### config.mk
export PLATFORM = sky130hd
export DESIGN_NAME = ad9958_seq_ctrl
export DESIGN_NICKNAME = d
export VERILOG_FILES = /design/src/rtl/ad9958_seq_pkg.sv /design/src/rtl/ad9958_xfer_ctrl.sv /design/src/rtl/ad9958_seq_ctrl.sv
export SDC_FILE = /design/constraint.sdc
export NUM_CORES = 1
export LEC_CHECK = 0
export CAP_MARGIN = 30
export CORE_MARGIN = 4
export CORE_UTILIZATION = 30
export DETAILED_ROUTE_END_ITERATION = 16
export GPL_TIMING_DRIVEN = 0
export PLACE_DENSITY = 0.54
export SLEW_MARGIN = 20
export SYNTH_ARGS = -nofsm -noshare
export SYNTH_HDL_FRONTEND = slang
export SYNTH_SLANG_ARGS = --single-unit
### constraint.sdc
create_clock -name i_clock -period 2.2 [get_ports i_clock]
set_clock_uncertainty 0.1 [all_clocks]
set_input_delay 0.55 -clock i_clock [delete_from_list [all_inputs] [get_ports i_clock]]
set_output_delay 0.55 -clock i_clock [all_outputs]
set_load 0.02 [all_outputs]
### src/rtl/ad9958_seq_pkg.sv
// Shared constants and types for the AD995x sequencing controller.
// Holds the register addresses, frame lengths (in bytes, instruction byte
// included), the default serial I/O mode code, the FSM state enums, and a
// small helper that finds the lowest set bit of a channel mask.
package ad9958_seq_pkg;

  localparam logic [4:0] ADDR_CSR   = 5'h00;
  localparam logic [4:0] ADDR_FR1   = 5'h01;
  localparam logic [4:0] ADDR_CFR   = 5'h03;
  localparam logic [4:0] ADDR_CFTW0 = 5'h04;
  localparam logic [4:0] ADDR_ACR   = 5'h06;

  localparam logic [4:0] LEN_CSR   = 5'd2;
  localparam logic [4:0] LEN_FR1   = 5'd4;
  localparam logic [4:0] LEN_CFR   = 5'd4;
  localparam logic [4:0] LEN_CFTW0 = 5'd5;
  localparam logic [4:0] LEN_ACR   = 5'd4;

  localparam logic [1:0] IO_MODE_4BIT = 2'b11;

  typedef enum logic [3:0] {
    RST_PULSE,
    INIT_FR1,
    INIT_CSR,
    INIT_CFR,
    IO_UPD,
    IDLE,
    SNAP,
    CH_CSR,
    CH_FTW,
    CH_ACR,
    NEXT_CH,
    ACK
  } seq_state_e;

  typedef enum logic [1:0] {
    X_IDLE,
    X_ARM,
    X_WAIT_HI,
    X_WAIT_LO
  } xfer_state_e;

  // Index of the lowest set bit; 0 when the mask is empty.
  function automatic logic [1:0] lowest_set(input logic [3:0] mask);
    logic [1:0] idx;
    idx = '0;
    for (int i = 3; i >= 0; i--) begin
      if (mask[i]) idx = 2'(i);
    end
    return idx;
  endfunction

endpackage

### src/rtl/ad9958_xfer_ctrl.sv
// Trigger/busy handshake towards the AD995x SPI shift engine.
// Ports:
//   i_clock, i_reset_n      : clock, async active-low reset
//   i_start                 : one-cycle request to send a frame
//   i_addr, i_payload, i_len: register address, left-justified payload
//                             bytes, total byte count incl. instruction
//   i_busy                  : SPI engine busy
//   o_trigger               : one-cycle transfer start
//   o_data_input            : frame, instruction byte at [63:56]
//   o_packs_to_send         : byte count of the frame
//   o_done                  : one-cycle pulse once busy has risen and fallen
//
// state     | meaning
// X_IDLE    | waiting for i_start; frame latched on start
// X_ARM     | frame held, trigger raised once the engine is idle
// X_WAIT_HI | trigger issued, waiting for busy to rise
// X_WAIT_LO | engine shifting, waiting for busy to fall
module ad9958_xfer_ctrl
  import ad9958_seq_pkg::*;
(
  input  logic        i_clock,
  input  logic        i_reset_n,
  input  logic        i_start,
  input  logic [4:0]  i_addr,
  input  logic [55:0] i_payload,
  input  logic [4:0]  i_len,
  input  logic        i_busy,
  output logic        o_trigger,
  output logic [63:0] o_data_input,
  output logic [4:0]  o_packs_to_send,
  output logic        o_done
);

  xfer_state_e r_state;
  logic        r_trigger;
  logic [63:0] r_data;
  logic [4:0]  r_packs;
  logic        r_done;

  always_ff @(posedge i_clock or negedge i_reset_n) begin
    if (!i_reset_n) begin
      r_state   <= X_IDLE;
      r_trigger <= 1'b0;
      r_data    <= '0;
      r_packs   <= '0;
      r_done    <= 1'b0;
    end else begin
      r_trigger <= 1'b0;
      r_done    <= 1'b0;
      case (r_state)
        X_IDLE: begin
          if (i_start) begin
            r_data  <= {3'b000, i_addr, i_payload};
            r_packs <= i_len;
            r_state <= X_ARM;
          end
        end
        X_ARM: begin
          if (!i_busy) begin
            r_trigger <= 1'b1;
            r_state   <= X_WAIT_HI;
          end
        end
        X_WAIT_HI: begin
          if (i_busy) r_state <= X_WAIT_LO;
        end
        X_WAIT_LO: begin
          if (!i_busy) begin
            r_done  <= 1'b1;
            r_state <= X_IDLE;
          end
        end
        default: r_state <= X_IDLE;
      endcase
    end
  end

  assign o_trigger       = r_trigger;
  assign o_data_input    = r_data;
  assign o_packs_to_send = r_packs;
  assign o_done          = r_done;

endmodule

### src/rtl/ad9958_seq_ctrl.sv
// AD995x programming sequencer for 1..4 channels: master reset, FR1/CSR/CFR
// initialisation, then host-driven FTW/ASF updates that only rewrite the
// channels whose values changed, closed by a single io_update.
// Ports:
//   i_clock, i_reset_n  : clock, async active-low reset
//   i_ftw, i_asf        : per-channel tuning words / amplitude scale factors
//   i_dac_fscale        : per-channel CFR[9:8]
//   i_vco_gain          : FR1[23]
//   i_clock_multiplier  : FR1[22:18]
//   i_update_req        : one-cycle update request
//   o_update_ack        : one-cycle pulse when an update completes
//   o_init_done         : high once initialisation is finished
//   i_busy, o_trigger, o_packs_to_send, o_data_input : SPI engine handshake
//   o_master_reset, o_io_update : DDS control pins
//
// state     | meaning
// RST_PULSE | master_reset high for RESET_HOLD cycles
// INIT_FR1  | write FR1
// INIT_CSR  | select channel r_ch
// INIT_CFR  | write CFR of channel r_ch
// IO_UPD    | io_update high for UPDATE_HOLD cycles
// IDLE      | waiting for a request
// SNAP      | latch ftw/asf, build changed-channel mask
// CH_CSR    | select channel r_ch
// CH_FTW    | write CFTW0 of channel r_ch
// CH_ACR    | write ACR of channel r_ch
// NEXT_CH   | pick the next changed channel or finish
// ACK       | update_ack pulse
module ad9958_seq_ctrl
  import ad9958_seq_pkg::*;
#(
  parameter int         NUM_CH      = 2,
  parameter logic [1:0] IO_MODE     = IO_MODE_4BIT,
  parameter int         RESET_HOLD  = 4,
  parameter int         UPDATE_HOLD = 2
) (
  input  logic                  i_clock,
  input  logic                  i_reset_n,
  input  logic [NUM_CH*32-1:0]  i_ftw,
  input  logic [NUM_CH*10-1:0]  i_asf,
  input  logic [NUM_CH*2-1:0]   i_dac_fscale,
  input  logic                  i_vco_gain,
  input  logic [4:0]            i_clock_multiplier,
  input  logic                  i_update_req,
  output logic                  o_update_ack,
  output logic                  o_init_done,
  input  logic                  i_busy,
  output logic                  o_trigger,
  output logic [4:0]            o_packs_to_send,
  output logic [63:0]           o_data_input,
  output logic                  o_master_reset,
  output logic                  o_io_update
);

  if (NUM_CH < 1 || NUM_CH > 4) begin : g_bad_num_ch
    $error("ad9958_seq_ctrl: NUM_CH must be within 1..4");
  end
  if (RESET_HOLD < 1 || UPDATE_HOLD < 1) begin : g_bad_hold
    $error("ad9958_seq_ctrl: RESET_HOLD and UPDATE_HOLD must be >= 1");
  end

  localparam int CH_W = (NUM_CH > 1) ? $clog2(NUM_CH) : 1;

  seq_state_e           r_state;
  logic [CH_W-1:0]      r_ch;
  logic [NUM_CH-1:0]    r_mask;
  logic [NUM_CH*32-1:0] r_ftw;
  logic [NUM_CH*10-1:0] r_asf;
  logic                 r_upd_seen;
  logic                 r_pend;
  logic                 r_init_done;
  logic                 r_ack;
  logic                 r_mr;
  logic                 r_iou;
  logic [7:0]           r_cnt;
  logic                 r_start;
  logic                 r_issued;

  logic [NUM_CH-1:0]    w_mask;
  logic                 w_xfer_state;
  logic                 w_done;
  logic [4:0]           w_addr;
  logic [4:0]           w_len;
  logic [55:0]          w_payload;
  logic [3:0]           w_chan_en;
  logic [31:0]          w_ftw;
  logic [9:0]           w_asf;
  logic [1:0]           w_fscale;

  // The very first update after (re)initialisation rewrites every channel.
  always_comb begin
    w_mask = '0;
    for (int k = 0; k < NUM_CH; k++) begin
      w_mask[k] = !r_upd_seen
                  || (i_ftw[32*k +: 32] != r_ftw[32*k +: 32])
                  || (i_asf[10*k +: 10] != r_asf[10*k +: 10]);
    end
  end

  always_comb begin
    w_xfer_state = 1'b0;
    case (r_state)
      INIT_FR1, INIT_CSR, INIT_CFR, CH_CSR, CH_FTW, CH_ACR: w_xfer_state = 1'b1;
      default: w_xfer_state = 1'b0;
    endcase
  end

  assign w_chan_en = 4'b0001 << r_ch;
  assign w_ftw     = r_ftw[32*int'(r_ch) +: 32];
  assign w_asf     = r_asf[10*int'(r_ch) +: 10];
  assign w_fscale  = i_dac_fscale[2*int'(r_ch) +: 2];

  // Payload bytes are left-justified directly under the instruction byte.
  always_comb begin
    w_addr    = ADDR_CSR;
    w_len     = LEN_CSR;
    w_payload = '0;
    case (r_state)
      INIT_FR1: begin
        w_addr    = ADDR_FR1;
        w_len     = LEN_FR1;
        w_payload = {i_vco_gain, i_clock_multiplier, 18'b0, 32'b0};
      end
      INIT_CSR, CH_CSR: begin
        w_addr    = ADDR_CSR;
        w_len     = LEN_CSR;
        w_payload = {w_chan_en, 1'b0, IO_MODE, 1'b0, 48'b0};
      end
      INIT_CFR: begin
        w_addr    = ADDR_CFR;
        w_len     = LEN_CFR;
        w_payload = {14'b0, w_fscale, 8'h02, 32'b0};
      end
      CH_FTW: begin
        w_addr    = ADDR_CFTW0;
        w_len     = LEN_CFTW0;
        w_payload = {w_ftw, 24'b0};
      end
      CH_ACR: begin
        w_addr    = ADDR_ACR;
        w_len     = LEN_ACR;
        w_payload = {11'b0, 1'b1, 2'b00, w_asf, 32'b0};
      end
      default: begin
        w_addr    = ADDR_CSR;
        w_len     = LEN_CSR;
        w_payload = '0;
      end
    endcase
  end

  always_ff @(posedge i_clock or negedge i_reset_n) begin
    if (!i_reset_n) begin
      r_state     <= RST_PULSE;
      r_ch        <= '0;
      r_mask      <= '0;
      r_ftw       <= '0;
      r_asf       <= '0;
      r_upd_seen  <= 1'b0;
      r_pend      <= 1'b0;
      r_init_done <= 1'b0;
      r_ack       <= 1'b0;
      r_mr        <= 1'b0;
      r_iou       <= 1'b0;
      r_cnt       <= '0;
      r_start     <= 1'b0;
      r_issued    <= 1'b0;
    end else begin
      r_start <= 1'b0;
      r_ack   <= 1'b0;
      // Requests outside IDLE/ACK are parked; the consuming states clear it.
      if (i_update_req) r_pend <= 1'b1;

      // Every transfer state issues exactly one start, then waits for done.
      if (w_xfer_state && !r_issued) begin
        r_start  <= 1'b1;
        r_issued <= 1'b1;
      end
      if (w_done) r_issued <= 1'b0;

      case (r_state)
        RST_PULSE: begin
          if (!r_mr) begin
            r_mr  <= 1'b1;
            r_cnt <= 8'(RESET_HOLD - 1);
          end else if (r_cnt == '0) begin
            r_mr    <= 1'b0;
            r_state <= INIT_FR1;
          end else begin
            r_cnt <= r_cnt - 1'b1;
          end
        end
        INIT_FR1: begin
          if (w_done) begin
            r_ch    <= '0;
            r_state <= INIT_CSR;
          end
        end
        INIT_CSR: begin
          if (w_done) r_state <= INIT_CFR;
        end
        INIT_CFR: begin
          if (w_done) begin
            if (r_ch == CH_W'(NUM_CH - 1)) begin
              r_state <= IO_UPD;
            end else begin
              r_ch    <= r_ch + 1'b1;
              r_state <= INIT_CSR;
            end
          end
        end
        IO_UPD: begin
          if (!r_iou) begin
            r_iou <= 1'b1;
            r_cnt <= 8'(UPDATE_HOLD - 1);
          end else if (r_cnt == '0) begin
            r_iou <= 1'b0;
            if (!r_init_done) begin
              r_init_done <= 1'b1;
              if (r_pend || i_update_req) begin
                r_pend  <= 1'b0;
                r_state <= SNAP;
              end else begin
                r_state <= IDLE;
              end
            end else begin
              r_ack   <= 1'b1;
              r_state <= ACK;
            end
          end else begin
            r_cnt <= r_cnt - 1'b1;
          end
        end
        IDLE: begin
          if (i_update_req || r_pend) begin
            r_pend  <= 1'b0;
            r_state <= SNAP;
          end
        end
        SNAP: begin
          r_ftw      <= i_ftw;
          r_asf      <= i_asf;
          r_upd_seen <= 1'b1;
          r_mask     <= w_mask;
          if (w_mask == '0) begin
            r_ack   <= 1'b1;
            r_state <= ACK;
          end else begin
            r_state <= NEXT_CH;
          end
        end
        NEXT_CH: begin
          if (r_mask == '0) begin
            r_state <= IO_UPD;
          end else begin
            r_ch    <= CH_W'(lowest_set(4'(r_mask)));
            r_mask  <= r_mask & (r_mask - 1'b1);
            r_state <= CH_CSR;
          end
        end
        CH_CSR: begin
          if (w_done) r_state <= CH_FTW;
        end
        CH_FTW: begin
          if (w_done) r_state <= CH_ACR;
        end
        CH_ACR: begin
          if (w_done) r_state <= NEXT_CH;
        end
        ACK: begin
          if (i_update_req || r_pend) begin
            r_pend  <= 1'b0;
            r_state <= SNAP;
          end else begin
            r_state <= IDLE;
          end
        end
        default: r_state <= RST_PULSE;
      endcase
    end
  end

  ad9958_xfer_ctrl u_xfer (
    .i_clock         (i_clock),
    .i_reset_n       (i_reset_n),
    .i_start         (r_start),
    .i_addr          (w_addr),
    .i_payload       (w_payload),
    .i_len           (w_len),
    .i_busy          (i_busy),
    .o_trigger       (o_trigger),
    .o_data_input    (o_data_input),
    .o_packs_to_send (o_packs_to_send),
    .o_done          (w_done)
  );

  assign o_update_ack   = r_ack;
  assign o_init_done    = r_init_done;
  assign o_master_reset = r_mr;
  assign o_io_update    = r_iou;

endmodule

# Yosys cells after proc, flatten, opt, wreduce, memory -nomap -nowiden
# Index checks and enable logic that the tools add are counted.
dict set report classes {
  n_reduce_logical 27
  n_mul 1
  n_addsub 3
  n_eq_ne 34
  shift 4
  bitwise 1
  mux 59
}
# operator count
set ops {}
lappend ops {{case mux 56 bit (5 select lines)} 1}
lappend ops {{!= test 32 bit} 2}
lappend ops {{indexed part select 64 x 7 -> 32 bit} 1}
lappend ops {{2-to-1 mux 4 bit} 12}
lappend ops {{case mux 4 bit (12 select lines)} 1}
lappend ops {{2-to-1 mux 1 bit} 26}
lappend ops {{2-to-1 mux 8 bit} 3}
lappend ops {{!= test 10 bit} 2}
lappend ops {{!= test 2 bit (second input constant)} 10}
lappend ops {{indexed part select 20 x 6 -> 10 bit} 1}
lappend ops {{== test 4 x 3 -> 1 bit (second input constant)} 4}
lappend ops {{== test 4 bit (second input constant)} 4}
lappend ops {{case mux 8 bit (2 select lines)} 1}
lappend ops {{2-to-1 mux 2 bit} 7}
lappend ops {{!= test 2 x 1 -> 1 bit (second input constant)} 6}
lappend ops {{case mux 3 bit (4 select lines)} 1}
lappend ops {{AND reduction 11 bit} 1}
lappend ops {{== test 4 x 2 -> 1 bit (second input constant)} 2}
lappend ops {{zero test 8 bit} 1}
lappend ops {{case mux 2 bit (4 select lines)} 1}
lappend ops {{AND reduction 4 bit} 2}
lappend ops {{subtractor 8 x 1 -> 8 bit (second input constant)} 1}
lappend ops {{zero test 2 bit} 3}
lappend ops {{case mux 3 bit (2 select lines)} 1}
lappend ops {{24 further kinds} 35}
dict set report word_totals {
  elab_cells 148
  reg_bits 177
}

# Longest topological paths before layout
# Gate-level depths: netlist of run 1.
dict set report depth {
  depth_word 6
  ltp_mapped 8
}

# By module
# Synthesis of run 1 repeated with hierarchy kept, for this count alone.
dict set report unflattened {
  cells_unflattened 717
  area_unflattened_um2 9018.6
}
# module seq_area_each_um2 cells_each instances area_per_inst_um2
set modules_own_cells {}
lappend modules_own_cells {ad9958_seq_ctrl 2677.6 553 1 6148.4}
lappend modules_own_cells {ad9958_xfer_ctrl 1751.7 164 1 2870.3}

# Worst setup path before layout of run 1
# OpenSTA, ideal clock, no wires.
dict set report synth_path {
  path_kind {flip-flop to flip-flop}
  startpoint {reg r_cnt[0]}
  endpoint {reg r_state[0]}
  setup_time_ps 150
  arrival_time_ps 1893
  n_path_buf 0
  setup_slack_ps 56
  period_less_slack_ps 2144
  path_stages_with_launch 9
  path_cell_list {dfrtp_1 -> inv_1 -> ha_1 -> or3b_1 -> nand2b_4 -> o21ai_1 -> o221ai_1 -> a211oi_1 -> a222oi_1}
}
dict set report synth_via {
  elab_chain_cells 3
  word_cells_on_any_way 4
  cone_classes {eq/ne (2); reduce/logical (2)}
}
# item line
set synth_rtl {}
lappend synth_rtl {{start: declaration} ad9958_seq_ctrl.sv:75} ;# logic [7:0] r_cnt;
lappend synth_rtl {{start signal: assignment} ad9958_seq_ctrl.sv:185} ;# r_cnt <= 8'(RESET_HOLD - 1);
lappend synth_rtl {{start signal: assignment} ad9958_seq_ctrl.sv:190} ;# r_cnt <= r_cnt - 1'b1;
lappend synth_rtl {{start signal: assignment} ad9958_seq_ctrl.sv:215} ;# r_cnt <= 8'(UPDATE_HOLD - 1);
lappend synth_rtl {{zero test 8 bit (*)} {ad9958_seq_ctrl.sv:186, ad9958_seq_ctrl.sv:216}}
lappend synth_rtl {{!= test 2 bit (no line)} n/a}
lappend synth_rtl {{AND reduction 11 bit (no line) (*)} n/a}
lappend synth_rtl {{end signal: assignment} ad9958_seq_ctrl.sv:188} ;# r_state <= INIT_FR1;
lappend synth_rtl {{end signal: assignment} ad9958_seq_ctrl.sv:222} ;# r_state <= SNAP;
lappend synth_rtl {{end signal: assignment} ad9958_seq_ctrl.sv:224} ;# r_state <= IDLE;
lappend synth_rtl {{end: declaration} ad9958_seq_ctrl.sv:64} ;# seq_state_e r_state;
# Mark *: on every way between the ends. The rest lies on a longest branch, timed or not.
# A chain may end at the register's enable or synchronous reset.

# Worst setup path in the final report of run 1
dict set report layout_path {
  startpoint {in i_asf[4]}
  endpoint {reg r_state[0]}
}
dict set report layout_via {
  elab_chain_cells 5
}
# item line
set layout_rtl {}
lappend layout_rtl {{start: declaration} ad9958_seq_ctrl.sv:40} ;# input logic [NUM_CH*10-1:0] i_asf,
lappend layout_rtl {{!= test 10 bit} ad9958_seq_ctrl.sv:96} ;# || (i_asf[10*k +: 10] != r_asf[10*k +: 10]);
lappend layout_rtl {{logical OR 1 bit} ad9958_seq_ctrl.sv:96}
lappend layout_rtl {{zero test 2 bit} ad9958_seq_ctrl.sv:245} ;# if (w_mask == '0) begin
lappend layout_rtl {{2-to-1 mux 1 bit} ad9958_seq_ctrl.sv:245}
lappend layout_rtl {{case mux 4 bit (12 select lines)} ad9958_seq_ctrl.sv:181} ;# case (r_state)
lappend layout_rtl {{end signal: assignment} ad9958_seq_ctrl.sv:188}
lappend layout_rtl {{end signal: assignment} ad9958_seq_ctrl.sv:247} ;# r_state <= ACK;
lappend layout_rtl {{end signal: assignment} ad9958_seq_ctrl.sv:249} ;# r_state <= NEXT_CH;
# No other way between the ends.

==> results of run 1 <==
[worst max-delay path: stages]
cell and delay (ns):
sky130_fd_sc_hd__clkdlybuf4s50_1 0.47, sky130_fd_sc_hd__xor2_1 0.24, sky130_fd_sc_hd__nor4_1 0.38, sky130_fd_sc_hd__nand3_1 0.20, sky130_fd_sc_hd__nor4_4 0.19, sky130_fd_sc_hd__nand4_1 0.20
sky130_fd_sc_hd__a222oi_1 0.29
[state kept, by name (all words and copies together), names as in the netlist, 2 cells and up]
register	flops
u_xfer.o_data_input	35
u_xfer.o_packs_to_send	3
r_ftw	64
r_state	4
r_asf	20
u_xfer.r_state	2
r_mask	2
r_cnt	8
[layout make-up]
| class | instances | area (µm²) | area share, % |
|---|---|---|---|
| multi-input combinational | 681 | 4060 | 37.7 |
| inverter | 16 | 60.1 | 0.558 |
| clock inverter | 14 | 165 | 1.53 |
| timing repair buffer | 145 | 1450 | 13.4 |
| sequential | 149 | 3730 | 34.6 |
| clock buffer | 18 | 429 | 3.99 |
| tap | 335 | 419 | 3.89 |
| buffer | 75 | 457 | 4.24 |
[synth_stat cells, types with 2 or more instances]
library cell | n | area (µm²)
sky130_fd_sc_hd__nand2_1 | 307 | 1150
sky130_fd_sc_hd__o22ai_1 | 6 | 37.5
sky130_fd_sc_hd__nor2_1 | 22 | 82.6
sky130_fd_sc_hd__mux2i_1 | 42 | 420
sky130_fd_sc_hd__o31ai_1 | 16 | 120
sky130_fd_sc_hd__or3_1 | 3 | 18.8
sky130_fd_sc_hd__inv_1 | 16 | 60.1
sky130_fd_sc_hd__xor2_1 | 58 | 508
sky130_fd_sc_hd__o22a_1 | 7 | 61.3
sky130_fd_sc_hd__nor3_1 | 13 | 65.1
sky130_fd_sc_hd__o32a_1 | 2 | 20.0
sky130_fd_sc_hd__buf_1 | 3 | 11.3
sky130_fd_sc_hd__a31oi_1 | 4 | 25.0
sky130_fd_sc_hd__nand4_1 | 10 | 62.6
sky130_fd_sc_hd__a21oi_1 | 28 | 140
sky130_fd_sc_hd__a211oi_1 | 4 | 30.0
sky130_fd_sc_hd__xnor2_1 | 25 | 219
sky130_fd_sc_hd__ha_1 | 6 | 75.1
sky130_fd_sc_hd__o21ai_0 | 39 | 195
sky130_fd_sc_hd__buf_4 | 31 | 233
sky130_fd_sc_hd__nor4_2 | 2 | 25.0
sky130_fd_sc_hd__nor4_1 | 14 | 87.6
sky130_fd_sc_hd__dfrtp_1 | 149 | 3730
sky130_fd_sc_hd__mux2_2 | 5 | 56.3
sky130_fd_sc_hd__nand3_1 | 5 | 25.0
sky130_fd_sc_hd__nand2b_1 | 2 | 12.5
sky130_fd_sc_hd__a22o_1 | 2 | 17.5
sky130_fd_sc_hd__and3_1 | 2 | 12.5
sky130_fd_sc_hd__clkbuf_1 | 30 | 113
sky130_fd_sc_hd__nor2b_1 | 6 | 37.5
sky130_fd_sc_hd__a21o_1 | 3 | 22.5
sky130_fd_sc_hd__buf_2 | 9 | 45.0
[power groups by stage]
stage | registers, µW | logic, µW | clock network [µW]
2_1_floorplan | 4910 | 3260 | 0
6_report | 4980 | 5550 | 2990
5_1_grt | 5150 | 6100 | 3140
4_1_cts | 4960 | 5470 | 3040
3_5_place_dp | 4990 | 5240 | 0
3_3_place_gp | 4950 | 5190 | 0
[per-layer routing]
layer / GRT usage [%] / routed length, µm / up-vias / part of all wire, %
li1: - / - / 3303 / -
met1: 25.1 / 12200 / 3231 / 46
met2: 29.2 / 12700 / 175 / 48
met3: 3.69 / 1130 / 26 / 4.3
met4: 5.07 / 495 / 0 / 1.9
met5: 0 / 0 / - / 0
[layout by cell type, fill, tap and decap left out, types with 4 or more instances in the layout]
master and n:
sky130_fd_sc_hd__clkbuf_16 17, sky130_fd_sc_hd__inv_8 6, sky130_fd_sc_hd__o21ai_0 38, sky130_fd_sc_hd__xor2_1 56
sky130_fd_sc_hd__xnor2_1 19, sky130_fd_sc_hd__nor2_1 18, sky130_fd_sc_hd__nor2b_1 5, sky130_fd_sc_hd__nor3_1 11
sky130_fd_sc_hd__clkbuf_1 20, sky130_fd_sc_hd__clkinv_4 4, sky130_fd_sc_hd__nor4_1 5, sky130_fd_sc_hd__o31ai_1 15
sky130_fd_sc_hd__clkdlybuf4s50_1 115, sky130_fd_sc_hd__clkbuf_4 4, sky130_fd_sc_hd__xnor2_2 6, sky130_fd_sc_hd__a31oi_1 4
sky130_fd_sc_hd__mux2i_1 42, sky130_fd_sc_hd__clkbuf_2 10, sky130_fd_sc_hd__o22a_1 7, sky130_fd_sc_hd__ha_1 6
sky130_fd_sc_hd__nand3_1 5, sky130_fd_sc_hd__inv_1 16, sky130_fd_sc_hd__dlygate4sd2_1 21, sky130_fd_sc_hd__a21oi_1 28
sky130_fd_sc_hd__dfrtp_1 149, sky130_fd_sc_hd__buf_4 35, sky130_fd_sc_hd__mux2_2 5, sky130_fd_sc_hd__conb_1 31
sky130_fd_sc_hd__nor4_2 8, sky130_fd_sc_hd__o22ai_1 5, sky130_fd_sc_hd__nand2_1 307, sky130_fd_sc_hd__buf_2 8
sky130_fd_sc_hd__nand4_1 10
[path summary, 6_finish.rpt]
check                           start               end  slack, ns  depth (start not counted)
hold reg to reg              r_issued           r_start       0.32                          1
setup reg to reg           r_state[0]        r_state[0]      -0.07                          8
hold / removal              i_reset_n  u_xfer.o_trigger       0.04                          1
setup / recovery             i_asf[4]        r_state[0]      -0.11                          7
min in group i_clock         r_issued           r_start       0.32                          1
max in group asynchronous   i_reset_n         r_ftw[16]       1.18                          2
[what timing repair did]
item | CTS | global route
setup buffers | 3 | 1
gates resized for setup | 56 | 39
setup endpoints to repair | 83 | 109
endpoints found under the hold margin | 0 | 0
pin swaps | 21 | 5
gates cloned | 0 | 0
[logic make-up after synthesis]
group / Yosys count / share of synthesized area [%]
AND/OR/NAND/NOR: 394 / 21.2
flip-flops: 149 / 47.1
AO/OA/AOI/OAI: 120 / 9.43
buffers and inverters: 91 / 6.04
XOR/XNOR: 83 / 9.19
multiplexers: 47 / 6.03
adder cells (fa/ha/maj): 6 / 0.949
other: 1 / 0.0474
[stage by stage]
stage / utilization, % / area, µm² / hold slack (ns) / total power, µW
floorplan: - / 8020 / 0.154 / 8170
global placement: 37.9 / 9840 / 0.309 / 10100
detailed placement: 38.0 / 9870 / 0.325 / 10200
CTS: 41.0 / 10700 / 0.0760 / 13500
global route: 41.4 / 10800 / 0.104 / 14400
finish: 41.4 / 10800 / 0.0446 / 13500
==> impl_metrics.csv, run 1 <==
group,metric,value,unit
timing,report.final.setup_viol,2,
route,detailroute.via_count,6735,
timing,tightestPinTransition,0.897,ns
floorplan,ios,172,
global_routing,grt_pass1_vias,6567,
synth,post_synth_instance_area,7910,µm²
placed_design,gp_congestion,0.873,
synth,yosys.cell_types.count,52,
synth,post_synth_inst_count,891,
layout,number_of_inserted_diodes,0,
critical_path,timing.setup.critical_path_class,"primary input to flip-flop",
cts,number_of_clock_sinks,149,
critical_path,critical_path_required,2.42,ns
floorplan,core_area,26000,µm²
timing,slew_headroom,40.2,%
synth,synthesis.area_per_instance,8.88,µm²
timing,final.setup.tns,-0.152,ns
floorplan,initial_utilization,30.4,%
layout,number_of_nets_in_the_layout,1189,
global_routing,grt_pass1_wl,39.8,mm
critical_path,worstPathArrival,2.53,ns
critical_path,worstPathMaxFanout,2,
cts,cts_buffers,17,
power,power.combinational.fraction,41.1,%
synth,ys_async_rst_share,100,%
critical_path,worstSetupStartpointType,"primary input",
synth,ys.warnings.count,0,
power,power_frac_clock,22.1,%
route,drt-initial-drc-count,415,
route,totalWireLength,26.4,mm
outcome,failed_checks,"setup timing",
cts,htree_num_levels,4,
global_routing,grt_antenna_before_repair,0,
cts,ctsHoldBuffers,0,
global_routing,grt_util_all_layers,18.2,%
route,vias_per_cell,4.70,
layout,cell_count_final_fillers_out,1433,
timing,layout_setup_ws,-0.114,ns
timing,final_period_minus_worst_setup_slack,2.31,ns
layout,areaGrowthSynthToFinish,36.1,%
route,route.detailed.wl_per_inst,18.5,µm
timing,rsz0062_at_grt,"true",
cts,cts.clk_slew.worst_paths,0.07,ns
outcome,outcome,"finished with violations",
timing,layout_worst_path_cycle_share,105,%
run,max_cap_viol_count,0,
floorplan,die_x,170,µm
timing,final_hold_viol_count,0,
power,power.share.switching,42.0,%
global_routing,grt_start_max_net_pins,91,
cts,ctsRootBufferMaster,"sky130_fd_sc_hd__clkbuf_16",
route,antenna_left,0,
placed_design,portBuffers,140,
placed_design,post-dp-hpwl,20.1,mm
placed_design,dp.cells,1397,
cts,clk_latency,0.44,ns
floorplan,die_y,170,µm
floorplan,dieArea,29000,µm²
placed_design,place_worst_setup_slack,-0.922,ns
synth,ys_ff_latch,149,
synth,ys_seq_area_share,47.1,%
synth,most_used_flip_flop_cell_after_synthesis,"sky130_fd_sc_hd__dfrtp_1",
power,power_switching,5670,µW
timing,fmaxAchievable,432,MHz
power,p_int,7850,µW
critical_path,critPathCaptureType,"flip-flop",
layout,fill_cells,2599,
power,power.ir.vdd_worst,0.620,mV
layout,post_route_cells_drive_above_1_share,12.4,%
route,remaining_design_rule_violation_count,0,
cts,tritoncts,"built",
power,cellPowerDensity,1260,nW/µm²
hold_path,min-delay-path-class,"primary input to async pin",
synth,synth_edf_count,0,
timing,slew_violations,0,
route,detailed_routing_iteration_count_for_the_pre_antenna_repair_pass,5,
floorplan,rows,59,
power,p_leak,0.00501,µW
global_routing,aggregate_global_routing_overflow,0,
power,power.share.sequential,36.8,%
cts,clockBufferDepth,2,
Power figures use the tool's default switching activity.
==> run 2, diff against run 1 <==
clock period = 2.1 ns   (was 2.2 ns; I/O delays follow)
==> impl_metrics.csv, run 2 (synthesis results as in run 1) <==
group,metric,value,unit
floorplan,rows,59,
cts,cts_buffers,17,
layout,number_of_inserted_diodes,0,
power,p_leak,0.00544,µW
critical_path,count_of_buffer_and_inverter_cells_on_the_critical_path,1,
layout,areaGrowthSynthToFinish,39.4,%
placed_design,gp_congestion,0.880,
cts,clockBufferDepth,2,
cts,clk_latency,0.44,ns
route,route.detailed.wl_per_inst,18.6,µm
layout,cell_count_final_fillers_out,1445,
power,power.combinational.fraction,42.5,%
floorplan,ios,172,
timing,tightestPinTransition,0.895,ns
layout,mostFrequentLayoutCells,"sky130_fd_sc_hd__nand2_1, sky130_fd_sc_hd__dfrtp_1, sky130_fd_sc_hd__clkdlybuf4s50_1, sky130_fd_sc_hd__xor2_1, sky130_fd_sc_hd__buf_4",
floorplan,dieArea,29000,µm²
run,max_cap_viol_count,0,
layout,number_of_nets_in_the_layout,1201,
floorplan,initial_utilization,30.4,%
floorplan,core_area,26000,µm²
timing,final_period_minus_worst_setup_slack,2.24,ns
power,power_switching,6060,µW
route,drt-initial-drc-count,373,
timing,layout_worst_path_cycle_share,107,%
placed_design,portBuffers,140,
cts,number_of_clock_sinks,149,
timing,report.final.setup_viol,2,
timing,final_hold_viol_count,0,
layout,max_ffs_per_register,64,
layout,layout_commonest_cell,"sky130_fd_sc_hd__nand2_1",
timing,slew_headroom,40.3,%
power,p_int,8260,µW
placed_design,post-dp-hpwl,20.2,mm
hold_path,min-delay-path-class,"primary input to flip-flop",
placed_design,dp.cells,1397,
timing,layout_setup_ws,-0.137,ns
route,detailed_routing_iteration_count_for_the_pre_antenna_repair_pass,5,
global_routing,aggregate_global_routing_overflow,0,
critical_path,worstPathArrival,2.45,ns
outcome,failed_checks,"setup timing",
cts,htree_num_levels,4,
critical_path,critPathCaptureType,"flip-flop",
global_routing,grt_antenna_before_repair,1,
route,antenna_left,0,
route,remaining_design_rule_violation_count,0,
cts,cts.clk_slew.worst_paths,0.08,ns
power,power.share.sequential,36.4,%
floorplan,die_y,170,µm
critical_path,cpPeakStageDelay,0.47,ns
timing,fmaxAchievable,447,MHz
critical_path,worstPathMaxFanout,2,
route,vias_per_cell,4.73,
critical_path,timing.critical_path.max_delay_family,"simple AND/OR/NAND/NOR gates",
critical_path,worstSetupStartpointType,"primary input",
timing,rsz0062_at_grt,"true",
cts,tritoncts,"built",
critical_path,path_common_cell,"sky130_fd_sc_hd__nand4_1",
critical_path,critical_path_required,2.31,ns
power,power.share.switching,42.3,%
critical_path,slowest_stage,"sky130_fd_sc_hd__clkdlybuf4s50_1",
outcome,outcome,"finished with violations",
power,total_power,14300,µW
critical_path,cp_cell_sequence,"clkdlybuf4s50_1 > xor2_1 > a21oi_1 > nand4_1 > nor4b_1 > nand4_1 > a222oi_1",
layout,post_route_cells_drive_above_1_share,15.0,%
floorplan,die_x,170,µm
cts,ctsRootBufferMaster,"sky130_fd_sc_hd__clkbuf_16",
timing,slew_violations,0,
route,detailroute.via_count,6833,
global_routing,grt_util_all_layers,18.2,%
global_routing,grt_pass1_wl,39.5,mm
layout,largest-register,"r_ftw",
global_routing,grt_pass1_vias,6537,
power,cellPowerDensity,1300,nW/µm²
critical_path,timing.setup.critical_path_class,"primary input to flip-flop",
route,totalWireLength,26.9,mm
power,power.ir.vdd_worst,0.578,mV
global_routing,grt_start_max_net_pins,93,
power,power_frac_clock,21.1,%
## run 2: cell count changes in the layout (fill, tap and decap cells not counted), sizes merged
cell	before	now
clkdlybuf4s50	115	85
clkdlybuf4s15	1	0
bufinv	1	0
dlygate4sd3	0	1
buf	47	55
dlygate4sd2	21	18
inv	23	24
dlymetal6s2s	3	36
clkinvlp	1	2
clkinv	5	4
clkbuf	51	55
## run 2: layout make-up
| class | instances | area [µm²] |
|---|---|---|
| Timing Repair Buffer | 158 | 1640 |
| Fill cell | 2569 | 15000 |
| Multi-Input combinational cell | 681 | 4140 |
| Buffer | 74 | 464 |
| Sequential cell | 149 | 3730 |
| Clock buffer | 18 | 439 |
| Inverter | 16 | 60.1 |
| Clock inverter | 14 | 134 |
| Tap cell | 335 | 419 |
## run 2: power groups by stage
stage / clock [µW] / sequential, µW / combinational, µW
after floorplan: 0 / 5140 / 3430
after detailed placement: 0 / 5210 / 5540
after global placement: 0 / 5170 / 5460
final: 3020 / 5220 / 6080
after CTS: 3070 / 5180 / 5790
after global routing: 3210 / 5380 / 6650
## run 2: per-stage QoR
step           worst slack (ns)  setup TNS (ns)  cell area (µm²)  utilization [%]  hold slack [ns]
5_1_grt                  -0.234          -0.423            11000             42.4            0.248
3_5_place_dp             -0.989          -23.36             9880             38.0            0.324
2_1_floorplan            0.0290               0             8030                -            0.129
4_1_cts                  -0.190          -0.345            10700             41.0            0.333
6_report                 -0.137          -0.179            11000             42.4            0.243
3_3_place_gp              -6.23         -950.29             9850             37.9            0.308
## run 2: final timing paths
path | start | to | slack, ns | cells after the start
min in group asynchronous | i_reset_n | u_xfer.o_done | 0.52 | 2
setup / recovery | i_asf[11] | r_state[0] | -0.14 | 7
hold reg to reg | r_issued | r_start | 0.33 | 1
setup reg to reg | r_asf[10] | r_state[0] | -0.12 | 6
hold / removal | i_ftw[45] | r_ftw[45] | 0.24 | 3
max in group asynchronous | i_reset_n | r_asf[9] | 0.54 | 3
## run 2: what timing repair did
item | in CTS | in global routing
pin swaps | 16 | 30
cloned | 0 | 0
setup buffers | 6 | 10
resized for setup | 61 | 87
hold buffers | 1 | 0
endpoints found under the hold margin | 57 | 0
setup endpoints to repair | 113 | 110
## run 2: worst reg2reg max path: cells and delay by family (launching register included)
| family | cells | cell delay (ns) |
|---|---|---|
| flops | 1 | 0.41 |
| xor+xnor | 1 | 0.16 |
| compound gates | 1 | 0.30 |
| simple gates | 4 | 1.12 |
## run 2: layer usage
metal	vias up	wire, µm	track usage, %	share of wire (%)
met5	-	7	0	0.026
met4	2	520	5.00	1.9
met1	3303	12000	24.4	45
met2	179	13100	29.6	49
li1	3321	-	-	-
met3	28	1250	4.25	4.6
==> run 3, diff against run 2 <==
PLACE_DENSITY = not set   (was 0.54)
SLEW_MARGIN = not set   (was 20)
==> impl_metrics.csv, run 3 (synthesis results as in run 1) <==
group,metric,value,unit
global_routing,grt_util_all_layers,18.0,%
route,detailroute.via_count,6842,
timing,final_period_minus_worst_setup_slack,2.30,ns
timing,layout_setup_ws,-0.203,ns
placed_design,gp_congestion,0.891,
route,drt-initial-drc-count,487,
critical_path,reg2reg_to,"r_state[0]",
route,highest_layer,"met4",
timing,tightestPinTransition,0.864,ns
critical_path,rrSetupSlack,-0.18,ns
cts,ctsRootBufferMaster,"sky130_fd_sc_hd__clkbuf_16",
route,vias_per_cell,4.74,
power,total_power,14300,µW
critical_path,worstSetupStartpointType,"primary input",
timing,layout_worst_path_cycle_share,110,%
critical_path,critPathCaptureType,"flip-flop",
route,route.detailed.wl_per_inst,18.4,µm
layout,post_route_cells_drive_above_1_share,14.7,%
floorplan,dieArea,29000,µm²
layout,cell_count_final_fillers_out,1442,
global_routing,grt_start_max_net_pins,93,
critical_path,rr_worst_depth,6,
placed_design,post_dp_cell_area,9880,µm²
placed_design,dp.cells,1397,
layout,number_of_inserted_diodes,0,
hold_path,min_to,"r_asf[10]",
global_routing,grt_pass1_vias,6603,
critical_path,critical_path_required,2.30,ns
timing,final.setup.tns,-0.290,ns
floorplan,ios,172,
cts,cts.clk_slew.worst_paths,0.06,ns
critical_path,timing.setup.critical_path_class,"primary input to flip-flop",
cts,tritoncts,"built",
layout,postLayoutCellArea,10900,µm²
timing,rsz0062_at_grt,"true",
route,antenna_left,0,
placed_design,post-dp-hpwl,20.1,mm
cts,htree_num_levels,4,
route,remaining_design_rule_violation_count,0,
power,p_leak,0.00515,µW
layout,number_of_nets_in_the_layout,1198,
cts,clk_latency,0.43,ns
floorplan,initial_utilization,30.4,%
critical_path,r2r_startpoint,"r_ftw[13]",
route,wl_met3,1.75,mm
floorplan,die_y,170,µm
route,met2RoutedLength,12.8,mm
critical_path,worstPathArrival,2.50,ns
timing,final_hold_viol_count,0,
outcome,failed_checks,"setup timing",
route,detailed_routing_iteration_count_for_the_pre_antenna_repair_pass,7,
floorplan,rows,59,
layout,areaGrowthSynthToFinish,38.1,%
run,max_cap_viol_count,0,
hold_path,min-delay-path-class,"primary input to flip-flop",
layout,max_ffs_per_register,64,
power,power.ir.vdd_worst,0.540,mV
floorplan,core_area,26000,µm²
layout,layout_commonest_cell,"sky130_fd_sc_hd__nand2_1",
layout,mostFrequentLayoutCells,"sky130_fd_sc_hd__nand2_1, sky130_fd_sc_hd__dfrtp_1, sky130_fd_sc_hd__clkdlybuf4s50_1, sky130_fd_sc_hd__xor2_1, sky130_fd_sc_hd__buf_4",
placed_design,portBuffers,140,
timing,slew_headroom,42.4,%
power,cellPowerDensity,1310,nW/µm²
timing,report.final.setup_viol,2,
global_routing,grt_antenna_before_repair,0,
cts,clockBufferDepth,2,
hold_path,whs_path_depth,3,
timing,slew_violations,0,
global_routing,aggregate_global_routing_overflow,0,
outcome,outcome,"finished with violations",
route,met1Wirelength,11.4,mm
critical_path,worstPathMaxFanout,2,
route,totalWireLength,26.5,mm
cts,cts_buffers,17,
hold_path,worstHoldStart,"i_asf[10]",
global_routing,grt_pass1_wl,39.3,mm
floorplan,die_x,170,µm
cts,number_of_clock_sinks,149,
timing,fmaxAchievable,434,MHz
layout,largest-register,"r_ftw",
==> run 3: changes by cell type in the layout (fill, tap and decap cells not counted), moves of 3 or more <==
cell                              before  now
sky130_fd_sc_hd__dlymetal6s2s_1       36    9
sky130_fd_sc_hd__nor2_2                3    6
sky130_fd_sc_hd__dlygate4sd2_1        18   23
sky130_fd_sc_hd__nor4_1                3    6
sky130_fd_sc_hd__inv_8                 4    1
sky130_fd_sc_hd__clkdlybuf4s50_1      85  107
sky130_fd_sc_hd__nor4_2                9    6
sky130_fd_sc_hd__clkinvlp_4            2    5
==> run 3: what timing repair did <==
action,CTS,global route
hold buffers,1,0
pin swaps,20,1
endpoints found under the setup margin,112,99
endpoints found under the hold margin,57,0
resized for setup,77,53
setup buffers,5,8
==> run 3: layout make-up <==
class,instances,area [µm²]
fillers,2595,15100
multi-input cells,681,4120
flip-flops and latches,149,3730
repair buffers,155,1540
clock buffers,20,467
plain buffers,74,467
well taps,335,419
clock inverters,12,116
inverters,16,63.8
==> run 3: report_power, final <==
group / switching, µW / internal, µW
logic: 3490 / 2570
clock network: 1300 / 1740
registers: 1160 / 4070
==> run 3: per-layer routing <==
layer	global-route usage, %	up-vias
li1	-	3312
met1	23.6	3256
met2	29.8	244
met3	4.60	30
met4	4.83	0
met5	0	-
==> run 3: worst max-delay path by stage <==
stage               cells past startpoint          to      start  slack [ns]
floorplan                               8  r_state[0]   r_cnt[0]        0.03
global placement                        1    r_ftw[0]  i_reset_n       -6.08
detailed placement                      7  r_state[0]  i_ftw[41]       -1.04
CTS                                     6  r_state[0]  r_ftw[13]       -0.17
global route                            6  r_state[0]  r_ftw[13]       -0.29
finish                                  7  r_state[0]  i_ftw[18]       -0.20
==> run 3: stage by stage <==
stage	hold WS, ns	util [%]	setup slack [ns]
after detailed placement	0.311	38.0	-1.04
after global placement	0.308	37.9	-6.08
after floorplan	0.129	-	0.0290
after global routing	0.280	42.0	-0.289
after CTS	0.313	41.3	-0.169
final	0.255	42.0	-0.203
==> run 3: critical path, cell delays in order <==
cell and delay, ns:
sky130_fd_sc_hd__clkdlybuf4s50_1 0.50, sky130_fd_sc_hd__xor2_1 0.20, sky130_fd_sc_hd__nor4_1 0.28, sky130_fd_sc_hd__nand4_1 0.18, sky130_fd_sc_hd__nor4_4 0.32, sky130_fd_sc_hd__nand4_1 0.18, sky130_fd_sc_hd__a222oi_1 0.31
==> patch 1 (config.mk and constraints of run 2) <==
Register the input `i_vco_gain` before use, cleared by the reset. The logic sees it one clock later. The other inputs are not delayed to match.
--- a/src/rtl/ad9958_seq_ctrl.sv
+++ b/src/rtl/ad9958_seq_ctrl.sv
@@ -52,6 +52,16 @@
   output logic                  o_io_update
 );
 
+  logic i_vco_gain_q;
+
+  always_ff @(posedge i_clock or negedge i_reset_n) begin
+    if (!i_reset_n) begin
+      i_vco_gain_q <= '0;
+    end else begin
+      i_vco_gain_q <= i_vco_gain;
+    end
+  end
+
   if (NUM_CH < 1 || NUM_CH > 4) begin : g_bad_num_ch
     $error("ad9958_seq_ctrl: NUM_CH must be within 1..4");
   end
@@ -119,7 +129,7 @@
       INIT_FR1: begin
         w_addr    = ADDR_FR1;
         w_len     = LEN_FR1;
-        w_payload = {i_vco_gain, i_clock_multiplier, 18'b0, 32'b0};
+        w_payload = {i_vco_gain_q, i_clock_multiplier, 18'b0, 32'b0};
       end
       INIT_CSR, CH_CSR: begin
         w_addr    = ADDR_CSR;
Behaviour: same outputs for any inputs over 4 cycles, from zero or initial values and one cycle with i_reset_n low; that may be too few to reach the edited logic, so the function may still have changed.
==> patch 1 against run 2 <==
The run still ends with setup timing left. Area after synthesis decreased by 0.78%. Worst hold slack improved by 79 ps. Wire length decreased by 11%. Sequential cell count increased by 1. Setup slack improved by 88 ps. Cell count decreased by 14%. Power decreased by 1.6%. Register-to-register slack improved by 70 ps. Clock power about the same. Count of clock-buffer cells in the layout increased by 1. Final area decreased by 3.1%. Largest power group unchanged. Highest routed layer is now met4.
==> patch 1: results (changes against run 2) <==
status: "finished, violations left"
violations: "setup timing"
clkCellAreaFrac_pct: 5.34  # +0.14 points
fin_nets: 1003  # -16%
drive_gt1_share_pct: 24.8  # +9.9 points
cpMaxStageDelayCell: "or4_4"
startpoint: "r_state[0]"
synth_common_cells: "150 x dfrtp_1, 85 x mux2_2, 82 x xnor2_1, 56 x nand2_1, 35 x o21ai_0"
nClkBuffers: 19  # +1
sh_seq_area_pct: 35.1  # +1.3 points
drtIter0Drc: 448  # +20%
multi_input_gates: 500  # -27%
synth-seq-area-share_pct: 47.8  # +0.69 points
min_path_cells: 1  # -2
critPathCapture: "r_state[1]"
synthAdderAreaFrac_pct: 0.957  # +0.0074 points
final_cell_count_no_fill: 1241  # -14%
ctsResizeCount: 41  # -33%
hold_path_end: "r_start"
synth_xor_area_share_pct: 9.60  # +0.41 points
setup_violations: 3  # +1
synthCells: 698  # -22%
diodes: 1  # +1
cp_max_fo: 9  # +7
grt_pass1_wl_um: 36000  # -8.8%
synth_mux_area_share_pct: 17.9  # +12 points
fin_ws_ps: -48.2  # +88.4 ps
cts.clk_slew.worst_paths_ps: 60  # -20 ps
first_global_vias: 5832  # -11%
grt_use_total_pct: 16.7  # -1.4 points
inv_count: 12  # -4
multi_input_area_um2: 3930  # -5.3%
area_share_nonclk_buffers_pct: 18.5  # -0.55 points
reg2reg_to: "r_state[1]"
crit_arrival_ps: 2350  # -100 ps
holdWs_ps: 322  # +79.2 ps
coreArea_um2: 25500  # -2.0%
p_per_area_nw_per_um2: 1320  # +1.5%
dpl_cell_area_um2: 9810  # -0.67%
max_slew_margin_pct: 49.7  # +9.3 points
patch 1: cell count changes after synthesis, sizes merged, moves of 8 or more:
| cell | delta |
|---|---|
| mux2i | -20 |
| nor2 | +8 |
| mux4 | +8 |
| nand4 | +10 |
| mux2 | +83 |
| xnor2 | +57 |
| nand2 | -251 |
| nor3 | -8 |
| nor4 | -9 |
| xor2 | -54 |
| clkbuf | -15 |
patch 1: power groups by stage:
stage / combinational (mW) / clock, mW / sequential, mW
after floorplan: 3.79 / 0 / 5.08
after global placement: 5.55 / 0 / 5.17
after detailed placement: 5.60 / 0 / 5.20
after CTS: 5.82 / 3.06 / 5.17
after global routing: 6.42 / 3.21 / 5.33
final: 5.91 / 3.01 / 5.17
patch 1: layer usage:
layer | wire length [µm] | GRT usage, % | up-vias
met5 | 0 | 0 | -
met4 | 268 | 4.10 | 0
met2 | 10800 | 25.4 | 170
li1 | - | - | 2803
met3 | 1570 | 3.96 | 13
met1 | 11200 | 24.2 | 2916
==> patch 2 (config.mk and constraints of run 2) <==
Without the edit above. Set the parameter `NUM_CH` to 4 (it was 2).
--- a/src/rtl/ad9958_seq_ctrl.sv
+++ b/src/rtl/ad9958_seq_ctrl.sv
@@ -29,7 +29,7 @@
 module ad9958_seq_ctrl
   import ad9958_seq_pkg::*;
 #(
-  parameter int         NUM_CH      = 2,
+  parameter int         NUM_CH      = 4,
   parameter logic [1:0] IO_MODE     = IO_MODE_4BIT,
   parameter int         RESET_HOLD  = 4,
   parameter int         UPDATE_HOLD = 2
Interface: changed (resized i_asf, i_dac_fscale and i_ftw); port bits go from 172 to 260. No check against the original RTL was run, so the function may have changed too.
==> patch 2 against run 2 <==
The flow still finishes with violations (setup timing). Count of clock-buffer cells in the layout grew 22. First-iteration DRC count grew to 3.0 times the old value. Critical path type is now reg2reg. Sequential cell count increased by 87. Area after synthesis is 62% higher. Final area increased by 61%. Critical path depth did not move. Clock power increased by 66%. Global-route usage increased by 3.8 points. Power up 79%. Via count up 69%. Wire length grew 95%. Setup slack got worse by 71 ps. Synthesized cell count rose by 57%.
==> patch 2: results (changes against run 2) <==
status: "finished, violations left"
violations: "setup timing"
setup_violations: 8  # +6
synth_xor_area_share_pct: 10.9  # +1.7 points
crit_arrival_ps: 2690  # +240 ps
slowest_delay_ps: 410  # -60 ps
drtIter0Drc: 1136  # +200%
use_met2_pct: 36.3  # +6.7 points
cpMaxStageDelayCell: "dfrtp_1"
synthAdderAreaFrac_pct: 0.974  # +0.025 points
dpl.hpwl_um: 40400  # +100%
ir_worst_vdd_v: 0.000484  # -16%
synth_common_cells: "542 x nand2_1, 236 x dfrtp_1, 155 x xnor2_1, 54 x clkbuf_1, 47 x o21ai_0"
netlist_top_cells_area: "dfrtp_1 46%, nand2_1 16%, xnor2_1 11%, mux4_2 7.7%, nand4_1 1.9%"
final_cell_count_no_fill: 2282  # +58%
fin_ws_ps: -207  # -70.9 ps
clk_latency_ps: 570  # +130 ps
n_fill_cell: 4130  # +61%
synth_mux_area_share_pct: 8.20  # +2.2 points
wl_per_cell_um: 22.9  # +23%
synth_compound_area_share_pct: 6.93  # -2.5 points
grt_pass1_wl_um: 76200  # +93%
cts_made_buffers: 28  # +11
met1_usage_pct: 30.1  # +5.7 points
synth-seq-area-share_pct: 46.0  # -1.2 points
p_leak_nw: 8.15  # +50%
via_per_inst: 5.06  # +7.0%
grt_use_total_pct: 22.0  # +3.8 points
dpl_cell_area_um2: 16000  # +62%
max_slew_margin_pct: 55.4  # +15 points
placed_cells: 2199  # +57%
r2r_cells: 7  # +1
cp_max_fo: 3  # +1
htree_levels: 1  # -3
first_global_vias: 11597  # +77%
fin_nets: 1918  # +60%
routabilityCongestion: 0.919  # +4.4%
clk_path_buf_depth: 3  # +1
synth_cell_types: 54  # +3.8%
grt_util_met3_pct: 3.71  # -0.54 points
io_buffers: 228  # +63%
largest_reg_flops: 128  # +100%
grt_max_degree: 90  # -3.2%
-- patch 2: cell types whose count changed after synthesis, sizes merged, moves of 23 or more --
cell	delta
dfrtp	+87
mux4	+44
a22o	+23
xor2	-53
mux2i	-38
nand4	+28
nand2	+235
clkbuf	+23
xnor2	+130
-- patch 2: worst paths after layout --
| check | from | end | slack, ps |
|---|---|---|---|
| min in group asynchronous | i_reset_n | u_xfer.o_data_input[32] | 400 |
| hold / removal | i_ftw[28] | r_ftw[28] | 160 |
| hold reg to reg | r_issued | r_start | 320 |
| setup / recovery | r_asf[18] | o_update_ack | -210 |
| max in group asynchronous | i_reset_n | r_ftw[64] | 350 |
| setup reg to reg | r_asf[18] | o_update_ack | -210 |
-- patch 2: power breakdown --
part / switching [mW] / internal, mW / total, mW
Clock: 2.06 / 2.94 / 5.00
Combinational: 6.58 / 5.26 / 11.8
Sequential: 2.22 / 6.63 / 8.85
-- patch 2: layout make-up --
class	count	area (µm²)	share of cell area (%)
multi-input combinational	1075	6880	38.8
sequential	236	5910	33.3
timing repair buffer	265	2590	14.6
clock buffer	40	816	4.60
buffer	97	682	3.84
tap	539	674	3.80
clock inverter	11	119	0.670
inverter	19	73.8	0.416
-- patch 2: repair_timing --
item	4_1_cts	5_1_grt
endpoints found under the hold margin	78	0
setup buffers	16	17
hold buffers	1	0
gates resized for setup	176	69
pin swaps	27	14
setup endpoints to repair	263	260
-- patch 2: per-stage QoR --
step	setup slack, ps	power (mW)	TNS [ps]
after floorplan	-104	15.2	-273
after global placement	-10550	19.4	-2573170
after detailed placement	-1530	19.6	-90350
after CTS	-236	25.4	-1230
after global routing	-256	27.2	-1570
final	-207	25.7	-781
-- patch 2: routing by layer --
metal,share of wire [%],routed length [µm]
met5,0.019,10
met4,3.3,1700
met3,7.7,4020
met2,47,24700
met1,42,21900
